===== src/rtl/ram_param_pkg.sv =====
// Shared definitions for the parametrised data RAM: clear-sequencer state
// encoding, a constant clog2 helper and the default datapath geometry.
package ram_param_pkg;

  // Default geometry: the 64-byte data RAM this block replaces.
  localparam int unsigned DATA_W_DEF = 8;
  localparam int unsigned ADDR_W_DEF = 8;
  localparam int unsigned DEPTH_DEF  = 64;

  // Clear sequencer states; busy is exactly (state == ST_CLEAR).
  typedef enum logic [0:0] {
    ST_IDLE  = 1'b0,
    ST_CLEAR = 1'b1
  } clr_state_t;

  // Ceiling log2 for elaboration-time width calculations.
  function automatic int unsigned clog2(input int unsigned n);
    int unsigned r;
    r = 0;
    for (int unsigned i = 0; i < 32; i++) begin
      if ((64'd1 << i) < 64'(n)) r = i + 1;
    end
    return r;
  endfunction

endpackage


===== src/rtl/ram_clear_seq.sv =====
// Clear sequencer: walks clr_ptr over 0..DEPTH-1 after reset or a clear
// request, one entry per cycle, and reports busy while sweeping.
// Ports:
//   clk, reset    clock, synchronous active-high reset
//   clear_req     one-cycle request to start a sweep (honoured in idle)
//   busy          high while the sweep runs
//   clr_we        array write enable for the zeroing write
//   clr_addr      entry being zeroed this cycle
module ram_clear_seq
  import ram_param_pkg::*;
#(
  parameter int unsigned DEPTH = DEPTH_DEF,
  localparam int unsigned PTR_W = clog2(DEPTH)
) (
  input  logic             clk,
  input  logic             reset,
  input  logic             clear_req,
  output logic             busy,
  output logic             clr_we,
  output logic [PTR_W-1:0] clr_addr
);

  localparam logic [PTR_W-1:0] LAST = PTR_W'(DEPTH - 1);

  clr_state_t       state;
  logic [PTR_W-1:0] clr_ptr;

  // Sweep FSM; the pointer parks at 0 so it never runs past DEPTH-1.
  always_ff @(posedge clk) begin
    if (reset) begin
      state   <= ST_CLEAR;
      clr_ptr <= '0;
    end else begin
      case (state)
        ST_IDLE: begin
          clr_ptr <= '0;
          if (clear_req) state <= ST_CLEAR;
        end
        ST_CLEAR: begin
          if (clr_ptr == LAST) begin
            state   <= ST_IDLE;
            clr_ptr <= '0;
          end else begin
            clr_ptr <= clr_ptr + PTR_W'(1);
          end
        end
        default: begin
          state   <= ST_IDLE;
          clr_ptr <= '0;
        end
      endcase
    end
  end

  assign busy     = (state == ST_CLEAR);
  // The reset edge itself does not zero an entry; the sweep restarts at 0.
  assign clr_we   = busy & ~reset;
  assign clr_addr = clr_ptr;

endmodule


===== src/rtl/ram_param.sv =====
// Parametrised single-port synchronous data RAM with byte strobes,
// registered read + valid, out-of-range error pulse and a hardware clear.
// Ports:
//   clk, reset     clock, synchronous active-high reset (starts a clear)
//   mem_write      write request; write_strb selects byte lanes
//   mem_read       read request; data appears next cycle with read_valid
//   address        word address, checked against DEPTH on all ADDR_W bits
//   write_data     write data
//   write_strb     byte-lane enables
//   clear_req      one-cycle request to zero the whole array
//   mem_data_out   registered read data (0 when not reading)
//   read_valid     high the cycle after an accepted read
//   addr_err       one-cycle pulse after an access with address >= DEPTH
//   busy           clear sweep in progress; accesses are ignored
// DATA_W must be a multiple of 8 and 1 < DEPTH <= 2**ADDR_W.
module ram_param
  import ram_param_pkg::*;
#(
  parameter int unsigned DATA_W = DATA_W_DEF,
  parameter int unsigned ADDR_W = ADDR_W_DEF,
  parameter int unsigned DEPTH  = DEPTH_DEF
) (
  input  logic                clk,
  input  logic                reset,
  input  logic                mem_write,
  input  logic                mem_read,
  input  logic [ADDR_W-1:0]   address,
  input  logic [DATA_W-1:0]   write_data,
  input  logic [DATA_W/8-1:0] write_strb,
  input  logic                clear_req,
  output logic [DATA_W-1:0]   mem_data_out,
  output logic                read_valid,
  output logic                addr_err,
  output logic                busy
);

  localparam int unsigned STRB_W = DATA_W / 8;
  localparam int unsigned IDX_W  = clog2(DEPTH);

  logic [DATA_W-1:0] mem [DEPTH];

  logic             clr_we;
  logic [IDX_W-1:0] clr_addr;
  logic             in_range_c;
  logic             accept_c;
  logic [IDX_W-1:0] idx_c;

  ram_clear_seq #(
    .DEPTH (DEPTH)
  ) u_clear_seq (
    .clk       (clk),
    .reset     (reset),
    .clear_req (clear_req),
    .busy      (busy),
    .clr_we    (clr_we),
    .clr_addr  (clr_addr)
  );

  // One extra bit so DEPTH == 2**ADDR_W still compares correctly.
  assign in_range_c = ({1'b0, address} < (ADDR_W + 1)'(DEPTH));
  assign accept_c   = ~busy & ~reset;
  assign idx_c      = address[IDX_W-1:0];

  // Array: sweep writes take priority; accesses are blocked while busy.
  always_ff @(posedge clk) begin
    if (clr_we) begin
      mem[clr_addr] <= '0;
    end else if (accept_c && mem_write && in_range_c) begin
      for (int i = 0; i < STRB_W; i++) begin
        if (write_strb[i]) mem[idx_c][8*i +: 8] <= write_data[8*i +: 8];
      end
    end
  end

  // Registered read port; sampling mem here gives read-before-write.
  always_ff @(posedge clk) begin
    if (reset || busy) begin
      mem_data_out <= '0;
      read_valid   <= 1'b0;
      addr_err     <= 1'b0;
    end else begin
      read_valid   <= mem_read;
      mem_data_out <= (mem_read && in_range_c) ? mem[idx_c] : '0;
      addr_err     <= (mem_read | mem_write) & ~in_range_c;
    end
  end

endmodule


===== config.mk =====
export PLATFORM = sky130hd
export DESIGN_NAME = ram_param
export DESIGN_NICKNAME = d
export VERILOG_FILES = /design/src/rtl/ram_param_pkg.sv /design/src/rtl/ram_clear_seq.sv /design/src/rtl/ram_param.sv
export SDC_FILE = /design/constraint.sdc
export NUM_CORES = 1
export LEC_CHECK = 0
export BUFFER_PORTS_ARGS = -buffer_cell sky130_fd_sc_hd__buf_4
export CORE_MARGIN = 4
export CORE_UTILIZATION = 43
export DETAILED_ROUTE_END_ITERATION = 8
export PLACE_DENSITY = 0.62
export SYNTH_ARGS = -nofsm -noshare
export SYNTH_HDL_FRONTEND = slang
export SYNTH_SLANG_ARGS = --single-unit
export TNS_END_PERCENT = 10

===== constraint.sdc =====
create_clock -name clk -period 3 [get_ports clk]
set_clock_uncertainty 0.15 [all_clocks]
set_input_delay 0 -clock clk [delete_from_list [all_inputs] [get_ports clk]]
set_output_delay 0 -clock clk [all_outputs]
set_load 0.02 [all_outputs]

======== After elaboration in Yosys (flattened, before gate mapping) ========
Memories as Yosys holds them, arrays and structs flattened. A register that Yosys moved wholly into a read port is not among the register bits.
Cells that the tools add are included.
word-level totals
  flip-flop bits (word level) ............. 9
  memory bits (writable) .................. 512
  input bits .............................. 22
  memories ................................ 1
operators by class
  $add $sub $neg .......................... 1
  order comparisons ....................... 1
  equality and inequality tests ........... 1
  mux-type cells .......................... 14
  bitwise gates (word level) .............. 8
  reductions and logical operators ........ 6
memory list
  memory  words  width  rd ports  clocked after memory_dff  wr ports  line             text
  mem     64     8      1         1                         1         ram_param.sv:40  logic [DATA_W-1:0] mem [DEPTH];
operators by type and width
  cell                 number
  $mux 6               2
  $pmux 6 s2           1
  $mux 1               9
  $lt 8x7->1 const B   1
  $mux 8               1
  $reduce_or 8->1      1
  $add 6x1->6 const B  1
  $eq 6x6->1 const B   1
  $not 1->1            4
  $and 1x1->1          3
  $logic_and 1x1->1    3
  $pmux 1 s2           1
  $reduce_or 2->1      1
  $logic_or 1x1->1     1
  $or 1x1->1           1

======== Longest topological paths before layout ========
Gate-level depths: netlist of run 1.
  depth after elaboration ................. 9
  mapped depth ............................ 8
  depth with buffers taken out ............ 5

======== Modules after synthesis ========
From an unflattened synthesis of run 1, not the netlist that was laid out.
unflattened totals
  cell total of the unflattened synthesis .. 1058
  area total of the unflattened synthesis .. 20823.7 µm²
by module, submodules not included
  module         times used  cells an instance  area an instance (µm²)  sequential area each (µm²)
  ram_param      1           1027               20547.2                 15574.9
  ram_clear_seq  1           31                 276.5                   140.1

======== Worst setup path before layout of run 1 ========
No wires, ideal clock.
  path kind ............................... flip-flop to flip-flop
  from .................................... register u_clear_seq.state, in the netlist u_clear_seq.busy
  to ...................................... memory mem[0][0] in the netlist's numbering (data pin)
  setup time .............................. 0.367 ns
  arrival time ............................ 2.230 ns
  setup slack ............................. 0.252 ns
  stages on the path, launching flop included .. 6
  period minus slack after synthesis ...... 2.748 ns
  cell sequence ........................... dfxtp_1 -> nor4_4 -> and3_1 -> buf_2 -> clkbuf_1 -> and2_1
between the ends
  cells in the longest elaborated chain, start to end .. 9
  elaborated cells on any way between the ends .. 10
  those cells by class .................... mux (4); bitwise (3); reduce/logical (3)
RTL lines
  element                             line                 text
  start: declaration                  ram_clear_seq.sv:25  clr_state_t state;
  start signal: assignment            ram_clear_seq.sv:31  state <= ST_CLEAR;
  start signal: assignment            ram_clear_seq.sv:37  if (clear_req) state <= ST_CLEAR;
  start signal: assignment            ram_clear_seq.sv:41  state <= ST_IDLE;
  $not 1->1                           ram_param.sv:61      assign accept_c = ~busy & ~reset;
  $and 1x1->1                         ram_param.sv:61
  $logic_and 1x1->1 (2 in a row)      ram_param.sv:68      end else if (accept_c && mem_write && in_range_c) begin
  $mux 1                              ram_param.sv:68
  $mux 1 *                            ram_param.sv:66      if (clr_we) begin
  $mux 1 (not written as such) *      ram_param.sv:70      if (write_strb[i]) mem[idx_c][8*i +: 8] <= write_data[8*i +: 8];
  $reduce_or 8->1 (no source line) *  n/a
  $mux 8 (no source line) *           n/a
  end: declaration                    ram_param.sv:40
Every way passes the cells marked *; elsewhere a longest branch is shown, timed or not.

======== Worst setup path after layout of run 1 ========
  from .................................... register u_clear_seq.state, in the netlist u_clear_seq.busy
  to ...................................... memory mem[20][4] in the netlist's numbering (enable)
between the ends
  cells in the longest elaborated chain, start to end .. 9
  elaborated cells on any way between the ends .. 13
  those cells by class .................... mux (7); bitwise (3); reduce/logical (3)
RTL lines
  element                                                   line
  $not 1->1                                                 ram_param.sv:61
  $and 1x1->1                                               ram_param.sv:61
  $logic_and 1x1->1 (2 in a row)                            ram_param.sv:68
  $mux 1                                                    ram_param.sv:68
  $mux 1                                                    ram_param.sv:66
  $mux 1 (not written as such)                              ram_param.sv:70
  $reduce_or 8->1 (no source line)                          n/a
  $mux 6 (no source line) / $mux 1 (equally long branches)  n/a
Several ways; a longest one is shown, not always the timed one.

==> qor.yml, run 1 <==
min_path:
  hp-class: "in2reg"
  min-delay-start: "reset"
drt:
  met2_length_um: 23100
  routedWlPerCell_um: 26.90
  drc: 0
  via_per_inst: 5.758
  drt_iter0_drc: 1246
  wirelength_met1_um: 21660
  ant_nets: 0
  top_layer: "met4"
  wl_um: 49520
  drtPass1Iterations: 5
  dr_wl_met3_um: 3307
  via_count: 10601
grt:
  grt_overflow: 0
  track_usage_pct: 19.51
  grt_start_max_net_pins: 65
  antenna_found_initial: 0
  grt_pass1_wl_um: 73310
  grt_pass1_vias: 10542
final_layout:
  nets: 1210
  post-route-util_pct: 50.96
  antenna_cells: 0
  drive_above_1_share_pct: 30.26
  multi_input_area_um2: 4713
  regArea_um2: 15720
  area_growth_pct: 17.24
  n_fill_cell: 3713
floorplanning:
  die_w_um: 227.7
  std_cell_rows: 80
  initial_core_util_pct: 43.46
  die_h_um: 227.7
  ios: 33
  core_um2: 47750
  dieArea_um2: 51840
logic_synthesis:
  synth_area_per_cell_um2: 20.32
  synth_flop_cell: "edfxtp_1"
  synth_top_area_share_pct: 74.09
  synth_top_area_cell: "edfxtp_1"
  synth_cells: 1021
  syn_area_um2: 20750
  yosys-top-cells-area: "edfxtp_1 74%, mux4_2 14%, dfxtp_1 1.6%"
  synth_seq_cells: 529
  ys_seq_area_share_pct: 75.73
  synth_edf_count: 512
  synthMostInstantiatedCell: "edfxtp_1"
  synth.net_count: 1044
  yosys_warnings: 0
  async_flop_share_pct: 0
  synth_commonest_cells: "512 x edfxtp_1, 128 x mux4_2, 81 x nor2_1"
  yosysUniqueCellTypes: 50
critical_path:
  critical_path_class: "reg2reg"
  endpoint_kind: "flip-flop"
  cp_max_fo: 10
  critPathArrivalTime_ns: 2.97
  crit_family: "simple AND/OR/NAND/NOR gates"
  r2r_start: "u_clear_seq.busy"
  slowest_delay_ns: 0.40
  r2r_setup_slack_ns: 0.18
  critPathBufInv: 2
  crit_slowest_cell: "and3_1"
  cp-startpoint: "u_clear_seq.busy"
  start_kind: "flip-flop"
  crit_top_cell: "buf_4"
  path_cells: "nor4_4, and3_1, buf_4, a22o_1, nand2_1, nor2_1, buf_4"
  critical_path_required_ns: 3.14
timing:
  max_freq_ghz: 0.3544
  finalHoldViolCount: 0
  grt_setup_unrepaired: "false"
  setup_viol_count_final: 0
  slew_violations: 0
  worst_slew_pin_slew_ns: 0.8506
  finalCritPeriodShare_pct: 94.05
  fin_crit_ns: 2.822
  relSlewSlack_pct: 43.29
power_and_ir_drop:
  ir_drop_v: 0.0004735
  p_leak_uw: 0.008271
  fin_total_pwr_uw: 14920
  power.density_nw_per_um2: 613.1
clocking:
  clk_latency_ns: 0.60
  cts_sinks: 529
  path_clk_slew_ns: 0.06
  cts_max_level: 2
  postCtsSetupRepairBufs: 0
  cts_tree: "done"
  cts_buffers: 52
  cts-root-buf: "clkbuf_16"
  cts_max_path_buffers: 3
placed_design:
  gp_congestion: 0.8737
  dp_hpwl_um: 31150
  io_buffers: 32
status:
  status: "complete, no violations"
run:
  cap_violations: 0
-- where the power goes --
group / leakage [uW] / internal (uW) / total, uW / switching [uW]
registers: 0.00508 / 8000 / 8020 / 12.2
clock network: 0.000803 / 3550 / 6290 / 2730
logic: 0.00238 / 274 / 612 / 338
total: 0.00827 / 11800 / 14900 / 3080
-- path summary, 6_finish.rpt --
kind                            cells after the start                       to
worst min register to register                      1  u_clear_seq.clr_addr[0]
worst max-delay path                                7               mem[20][4]
worst max register to register                      7               mem[20][4]
worst min-delay path                                4         u_clear_seq.busy
-- tightest hold or removal path, cell delays in order --
cell           delay (ns)
dlygate4sd3_1        0.52
buf_4                0.13
a21oi_1              0.04
nand2_1              0.05
-- layer usage --
layer / vias to the layer above / track usage, %
met5: - / 0
met4: 0 / 6.149
met3: 80 / 3.044
met2: 430 / 29.60
met1: 5572 / 29.58
li1: 4519 / -
-- cell usage in the layout, fill, tap and decap left out, types with 9 or more instances in the layout --
master / count
edfxtp_1: 512
buf_12: 16
clkinv_1: 14
clkbuf_16: 53
buf_4: 128
clkinv_2: 14
nor3_1: 12
nor2_1: 81
nand2_1: 46
mux2i_1: 29
nand2b_1: 13
a21oi_1: 9
nand3_1: 16
dlygate4sd3_1: 20
mux4_2: 128
dfxtp_1: 17
o22ai_1: 11
-- through the flow --
step | hold slack, ns | cell area [um2] | setup TNS (ns) | worst slack [ns] | std cells
final | 0.03413 | 24330 | 0 | 0.1784 | 1841
after global placement | 0.06047 | 22500 | 0 | 0.01207 | 1728
after detailed placement | 0.06504 | 22500 | -2.910 | -0.05544 | 1728
after global routing | 0.03965 | 24330 | 0 | 0.03065 | 1841
after floorplan | -0.07420 | 20750 | 0 | 0.2522 | 1021
after CTS | 0.002761 | 24330 | 0 | 0.1806 | 1841
-- state kept, by name (all words and copies together), names as in the netlist --
signal and count:
mem_data_out 8, mem 512, u_clear_seq.busy 1, u_clear_seq.clr_addr 6, addr_err 1, read_valid 1
-- what timing repair did --
action,4_1_cts,5_1_grt
endpoints found under the hold margin,412,0
hold buffers,20,0
gates resized for setup,2,0
setup endpoints to repair,101,0
-- layout make-up --
class                   count  share of cell area [%]
clock buffers              57                   5.513
flip-flops and latches    529                   64.59
well taps                 615                   3.163
multi-input cells         435                   19.37
inverters                   4                 0.06171
clock inverters            36                   1.152
repair buffers            165                   6.146
-- cell families (layout without fill, tap and decap cells) --
group / after synthesis / in the layout / synth area share [%]
simple gates: 198 / 198 / 4.384
flops: 529 / 529 / 75.73
xor+xnor: 3 / 3 / 0.1266
buf+inv: 57 / 262 / 1.640
fa+ha+maj: 1 / 1 / 0.06029
compound gates: 68 / 68 / 2.334
mux: 165 / 165 / 15.73
Note: power is estimated with default switching activity, not from simulation.
==> run 2, diff against run 1 <==
--- a/config.mk
+++ b/config.mk
@@ -10,6 +10,7 @@
 export CORE_UTILIZATION = 43
 export DETAILED_ROUTE_END_ITERATION = 8
 export PLACE_DENSITY = 0.62
+export RECOVER_POWER = 100
 export SYNTH_ARGS = -nofsm -noshare
 export SYNTH_HDL_FRONTEND = slang
 export SYNTH_SLANG_ARGS = --single-unit
==> run 2 against run 1 <==
Effect of this change:
- combinational power shrank 1%
- worst setup slack lost 0.053 ns
- worst hold slack gained 0.030 ns
- power is essentially flat
- global-route usage is the same
- sequential share of layout area grew 0.74 points
- non-clock buffer count is the same
- cell count is the same
- clock power is essentially flat
==> qor.yml, run 2 (synthesis gave the netlist of run 1 again) <==
timing:
  slew_violations: 0  # unchanged
  finalHoldViolCount: 0  # unchanged
  fin_crit_ns: 2.875  # +0.05309 ns
  finalCritPeriodShare_pct: 95.82  # +1.8 points
  max_freq_ghz: 0.3479  # -1.8%
  hold_ws_ns: 0.06453  # +0.03040 ns
  setup_viol_count_final: 0  # unchanged
  relSlewSlack_pct: 38.52  # -4.8 points
  worst_slew_pin_slew_ns: 0.9222  # +0.07159 ns
  grt_setup_unrepaired: "false"
min_path:
  holdPathStages: 4  # unchanged
  hp-class: "in2reg"
  hold_end: "mem_data_out[1]"
  min-delay-start: "address[6]"
final_layout:
  final_cell_area_um2: 24050  # -1.1%
  largest-register: "mem"
  stdcell_count: 1841  # unchanged
  drive_above_1_share_pct: 28.55  # -1.7 points
  n_fill_cell: 3771  # +1.6%
  nets: 1210  # unchanged
  area_growth_pct: 15.92
  layout_common_cells: "512 x edfxtp_1, 128 x mux4_2, 81 x nor2_1"
  antenna_cells: 0  # unchanged
  post-route-util_pct: 50.38  # -0.58 points
  largest_reg_flops: 512  # unchanged
  mostFrequentLayoutCell: "edfxtp_1"
drt:
  dr_wl_met3_um: 3711  # +12%
  wl_um: 49630  # +0.23%
  drt_iter0_drc: 1332  # +6.9%
  routedWlPerCell_um: 26.96  # +0.23%
  drtPass1Iterations: 5  # unchanged
  ant_nets: 0  # unchanged
  drc: 0  # unchanged
  wirelength_met1_um: 21240  # -2.0%
  met2_length_um: 23330  # +1.0%
  via_per_inst: 5.786  # +0.48%
  via_count: 10652  # +0.48%
  top_layer: "met4"
clocking:
  cts_sinks: 529  # unchanged
  clk_latency_ns: 0.60  # about the same
  cts-root-buf: "clkbuf_16"
  cts_tree: "done"
  cts_max_level: 2  # unchanged
  cts_buffers: 52  # unchanged
  path_clk_slew_ns: 0.06  # about the same
  cts_max_path_buffers: 3  # unchanged
  postCtsSetupRepairBufs: 0  # unchanged
floorplanning:
  ios: 33  # unchanged
  dieArea_um2: 51840  # unchanged
  die_h_um: 227.7  # unchanged
  die_w_um: 227.7  # unchanged
  initial_core_util_pct: 43.46  # unchanged
  core_um2: 47750  # unchanged
  std_cell_rows: 80  # unchanged
grt:
  grt_pass1_vias: 10542  # unchanged
  grt_pass1_wl_um: 73310  # unchanged
  track_usage_pct: 19.51  # unchanged
  grt_start_max_net_pins: 65  # unchanged
  grt_overflow: 0  # unchanged
  antenna_found_initial: 0  # unchanged
placed_design:
  place_area_um2: 22500  # unchanged
  dpl.cell_count: 1728  # unchanged
  gp_congestion: 0.8737  # unchanged
  dp_hpwl_um: 31150  # unchanged
  io_buffers: 32  # unchanged
critical_path:
  start_kind: "flip-flop"
  crit_slowest_cell: "and3_1"
  cp_max_fo: 10  # unchanged
  critPathArrivalTime_ns: 3.02  # +0.05 ns
  critical_path_class: "reg2reg"
  path_cells: "nor4_4, and3_1, buf_4, a22o_1, nand2_1, nor2_1, buf_2"
  critical_path_required_ns: 3.14  # about the same
  ff2ff_path_depth: 7  # unchanged
  endpoint_kind: "flip-flop"
  regToRegEndpoint: "mem[12][6]"
  r2r_setup_slack_ns: 0.13  # -0.05 ns
  r2r_start: "u_clear_seq.busy"
  slowest_delay_ns: 0.41  # about the same
power_and_ir_drop:
  p_leak_uw: 0.008128  # -1.7%
  power.density_nw_per_um2: 619.5  # +1.0%
  ir_drop_v: 0.0004749  # +0.29%
status:
  status: "complete, no violations"
run:
  cap_violations: 0  # unchanged
-- run 2: metal layers --
layer	up-vias	global-route usage (%)
met5	-	0
met1	5592	29.58
met2	456	29.60
met4	0	6.149
met3	73	3.044
li1	4531	-
-- run 2: layout make-up --
cell class | count | area, um2 | area share (%)
Clock inverter | 36 | 280.3 | 1.165
Tap cell | 615 | 769.5 | 3.199
Clock buffer | 57 | 1341 | 5.576
Timing Repair Buffer | 165 | 1220 | 5.072
Inverter | 4 | 15.01 | 0.06242
Multi-Input combinational cell | 435 | 4713 | 19.59
Sequential cell | 529 | 15720 | 65.33
-- run 2: what timing repair did --
| action | in CTS | in global routing |
|---|---|---|
| resized for setup | 2 | 0 |
| hold buffers | 20 | 0 |
| endpoints found under the hold margin | 412 | 0 |
| endpoints found under the setup margin | 101 | 0 |
-- run 2: power breakdown --
| part | switching [uW] | internal (uW) |
|---|---|---|
| sequential | 12.2 | 8000 |
| combinational | 337 | 267 |
| clock | 2730 | 3550 |
-- run 2: critical path: cells and delay by family, from the launching register on --
family                 cells  cell delay, ns
AND/OR/NAND/NOR            4            1.36
buffers and inverters      2            0.47
flip-flops                 1            0.38
AO/OA/AOI/OAI              1            0.20
-- run 2: worst max path at each step --
stage                           startpoint          to  slack, ns  depth (start not counted)
after CTS                 u_clear_seq.busy  mem[21][0]       0.18                          7
after floorplan           u_clear_seq.busy   mem[0][0]       0.25                          5
after global placement    u_clear_seq.busy  mem[26][4]       0.01                          6
after detailed placement  u_clear_seq.busy  mem[10][1]      -0.06                          6
after global routing      u_clear_seq.busy  mem[57][6]       0.02                          7
final                     u_clear_seq.busy  mem[12][6]       0.13                          7
-- run 2: metrics by stage --
step,setup slack [ns],TNS [ns],total power [uW]
final,0.1253,0,14900
after global routing,0.01940,0,15380
after CTS,0.1806,0,15030
after detailed placement,-0.05544,-2.910,8766
after global placement,0.01207,0,8764
after floorplan,0.2522,0,8539
==> run 3, diff against run 2 <==
--- a/config.mk
+++ b/config.mk
@@ -6,10 +6,11 @@
 export NUM_CORES = 1
 export LEC_CHECK = 0
 export BUFFER_PORTS_ARGS = -buffer_cell sky130_fd_sc_hd__buf_4
+export CAP_MARGIN = 40
 export CORE_MARGIN = 4
-export CORE_UTILIZATION = 43
+export CORE_UTILIZATION = 60
 export DETAILED_ROUTE_END_ITERATION = 8
-export PLACE_DENSITY = 0.62
+export PLACE_DENSITY = 0.81
 export RECOVER_POWER = 100
 export SYNTH_ARGS = -nofsm -noshare
 export SYNTH_HDL_FRONTEND = slang
==> run 3 against run 2 <==
Effect of this change:
- global-route usage rose by 6.7 points
- final area shrank 1.1%
- cell count is 11% lower
- combinational power fell by 3.3%
- clock power is 1% lower
- via count up 3.1%
- count of clock-buffer cells in the layout is 10 higher
- maximum frequency up 1.2%
- highest routed layer is now met5
==> qor.yml, run 3 (synthesis gave the netlist of run 1 again) <==
clocking:
  clk_latency_ns: 0.56  # -0.04 ns
  path_clk_slew_ns: 0.06  # about the same
  cts_max_path_buffers: 3  # unchanged
  cts_max_level: 2  # unchanged
  cts_tree: "done"
  cts_sinks: 529  # unchanged
  cts_buffers: 49  # -5.8%
  cts-root-buf: "clkbuf_16"
  postCtsSetupRepairBufs: 0  # unchanged
final_layout:
  largest-register: "mem"
  largest_reg_flops: 512  # unchanged
  antenna_cells: 0  # unchanged
  mostFrequentLayoutCell: "edfxtp_1"
  layout_common_cells: "512 x edfxtp_1, 128 x mux4_2, 91 x buf_4"
  area_growth_pct: 14.65
  n_fill_cell: 1928  # -49%
  final_cell_area_um2: 23790  # -1.1%
  nets: 1178  # -2.6%
  post-route-util_pct: 70.42  # +20 points
  stdcell_count: 1644  # -11%
  drive_above_1_share_pct: 28.34  # -0.20 points
timing:
  finalHoldViolCount: 0  # unchanged
  relSlewSlack_pct: 43.24  # +4.7 points
  setup_viol_count_final: 0  # unchanged
  max_freq_ghz: 0.3519  # +1.2%
  tns_ns: 0  # unchanged
  grt_setup_unrepaired: "false"
  finalCritPeriodShare_pct: 94.73  # -1.1 points
  slew_violations: 0  # unchanged
  fin_crit_ns: 2.842  # -0.03285 ns
  worst_slew_pin_slew_ns: 0.8483  # -0.07394 ns
drt:
  drc: 0  # unchanged
  via_per_inst: 6.677  # +15%
  routedWlPerCell_um: 29.67  # +10%
  ant_nets: 0  # unchanged
  via_count: 10977  # +3.1%
  wl_um: 48770  # -1.7%
  drt_iter0_drc: 1744  # +31%
  drtPass1Iterations: 6  # +1
critical_path:
  path_cells: "nor4_4, nand3_2, buf_4, mux2i_1, nand2_1, nor2_1"
  critical_path_required_ns: 3.03  # -0.11 ns
  slowest_delay_ns: 0.64  # +0.23 ns
  critical_path_class: "reg2reg"
  critPathBufInv: 1  # -1
  start_kind: "flip-flop"
  crit_family: "simple AND/OR/NAND/NOR gates"
  endpoint_kind: "flip-flop"
  crit_slowest_cell: "nor2_1"
  cp_max_fo: 8  # -2
  critPathArrivalTime_ns: 2.87  # -0.15 ns
floorplanning:
  ios: 33  # unchanged
  die_w_um: 194.0  # -15%
  die_h_um: 194.0  # -15%
  initial_core_util_pct: 61.42  # +18 points
  dieArea_um2: 37620  # -27%
  core_um2: 33780  # -29%
  std_cell_rows: 67  # -16%
placed_design:
  place_area_um2: 22070  # -1.9%
  dp_hpwl_um: 28730  # -7.8%
  gp_congestion: 0.8858  # +1.4%
  io_buffers: 32  # unchanged
  dpl.cell_count: 1538  # -11%
grt:
  grt_pass1_wl_um: 74170  # +1.2%
  track_usage_pct: 26.26  # +6.7 points
  grt_overflow: 0  # unchanged
  antenna_found_initial: 1  # +1
  grt_start_max_net_pins: 65  # unchanged
  grt_pass1_vias: 11184  # +6.1%
power_and_ir_drop:
  p_leak_uw: 0.008037  # -1.1%
  ir_drop_v: 0.0005552  # +17%
  fin_total_pwr_uw: 14820  # -0.53%
  power.density_nw_per_um2: 623.0  # +0.57%
status:
  status: "complete, no violations"
min_path:
  hp-class: "in2reg"
run:
  cap_violations: 0  # unchanged
## run 3: cell types whose count changed in the layout (fill, tap and decap cells not counted), moves of 5 or more
cell / change
clkinv_1: -5
clkbuf_2: -40
nor2_2: +8
clkbuf_4: -10
dlygate4sd3_1: -7
nor2_1: -9
buf_4: +37
## run 3: worst paths after layout
check	from	to	slack, ns	cells past startpoint
setup / recovery	u_clear_seq.busy	mem[61][4]	0.16	6
hold / removal	write_data[5]	mem[8][5]	0.01	3
setup reg to reg	u_clear_seq.busy	mem[61][4]	0.16	6
hold reg to reg	u_clear_seq.clr_addr[5]	u_clear_seq.clr_addr[5]	0.47	2
## run 3: timing repair
item                                    CTS  global route
pin swaps                                 0             0
gates resized for setup                   3             9
endpoints found under the hold margin   263             0
hold buffers                             13             0
endpoints found under the setup margin   24           120
## run 3: metal layers
layer / GRT usage (%) / part of all wire (%) / vias to the layer above
li1: - / - / 4463
met1: 37.93 / 36 / 5563
met2: 41.35 / 49 / 826
met3: 6.012 / 12 / 123
met4: 7.604 / 3.3 / 2
met5: 0 / 0.027 / -
## run 3: where the power goes
group	switching, uW	internal [uW]	total, uW	leakage, uW
combinational	335	249	584	0.00216
clock	2600	3620	6220	0.000792
sequential	14.3	8000	8020	0.00508
## run 3: final cells by class
class,count,area (um2),area share (%)
tap,448,560.5,2.356
inverter,4,15.01,0.06311
timing repair buffer,136,1146,4.818
clock inverter,25,246.5,1.036
multi-input combinational,435,4741,19.93
sequential,529,15720,66.06
clock buffer,67,1366,5.743
## run 3: worst reg2reg max path, delay by kind of cell, from the launching register on
family / cells / cell delay (ns)
muxes: 1 / 0.19
buffers and inverters: 1 / 0.26
and+or+nand+nor: 4 / 1.53
DFF: 1 / 0.33
## run 3: metrics by stage
| stage | hold slack (ns) | worst slack, ns |
|---|---|---|
| global placement | 0.06805 | 0.1658 |
| finish | 0.01441 | 0.1582 |
| floorplan | -0.07420 | 0.2522 |
| detailed placement | 0.08146 | -0.06796 |
| CTS | 0.007290 | -0.02861 |
| global route | 0.01158 | 0.002550 |
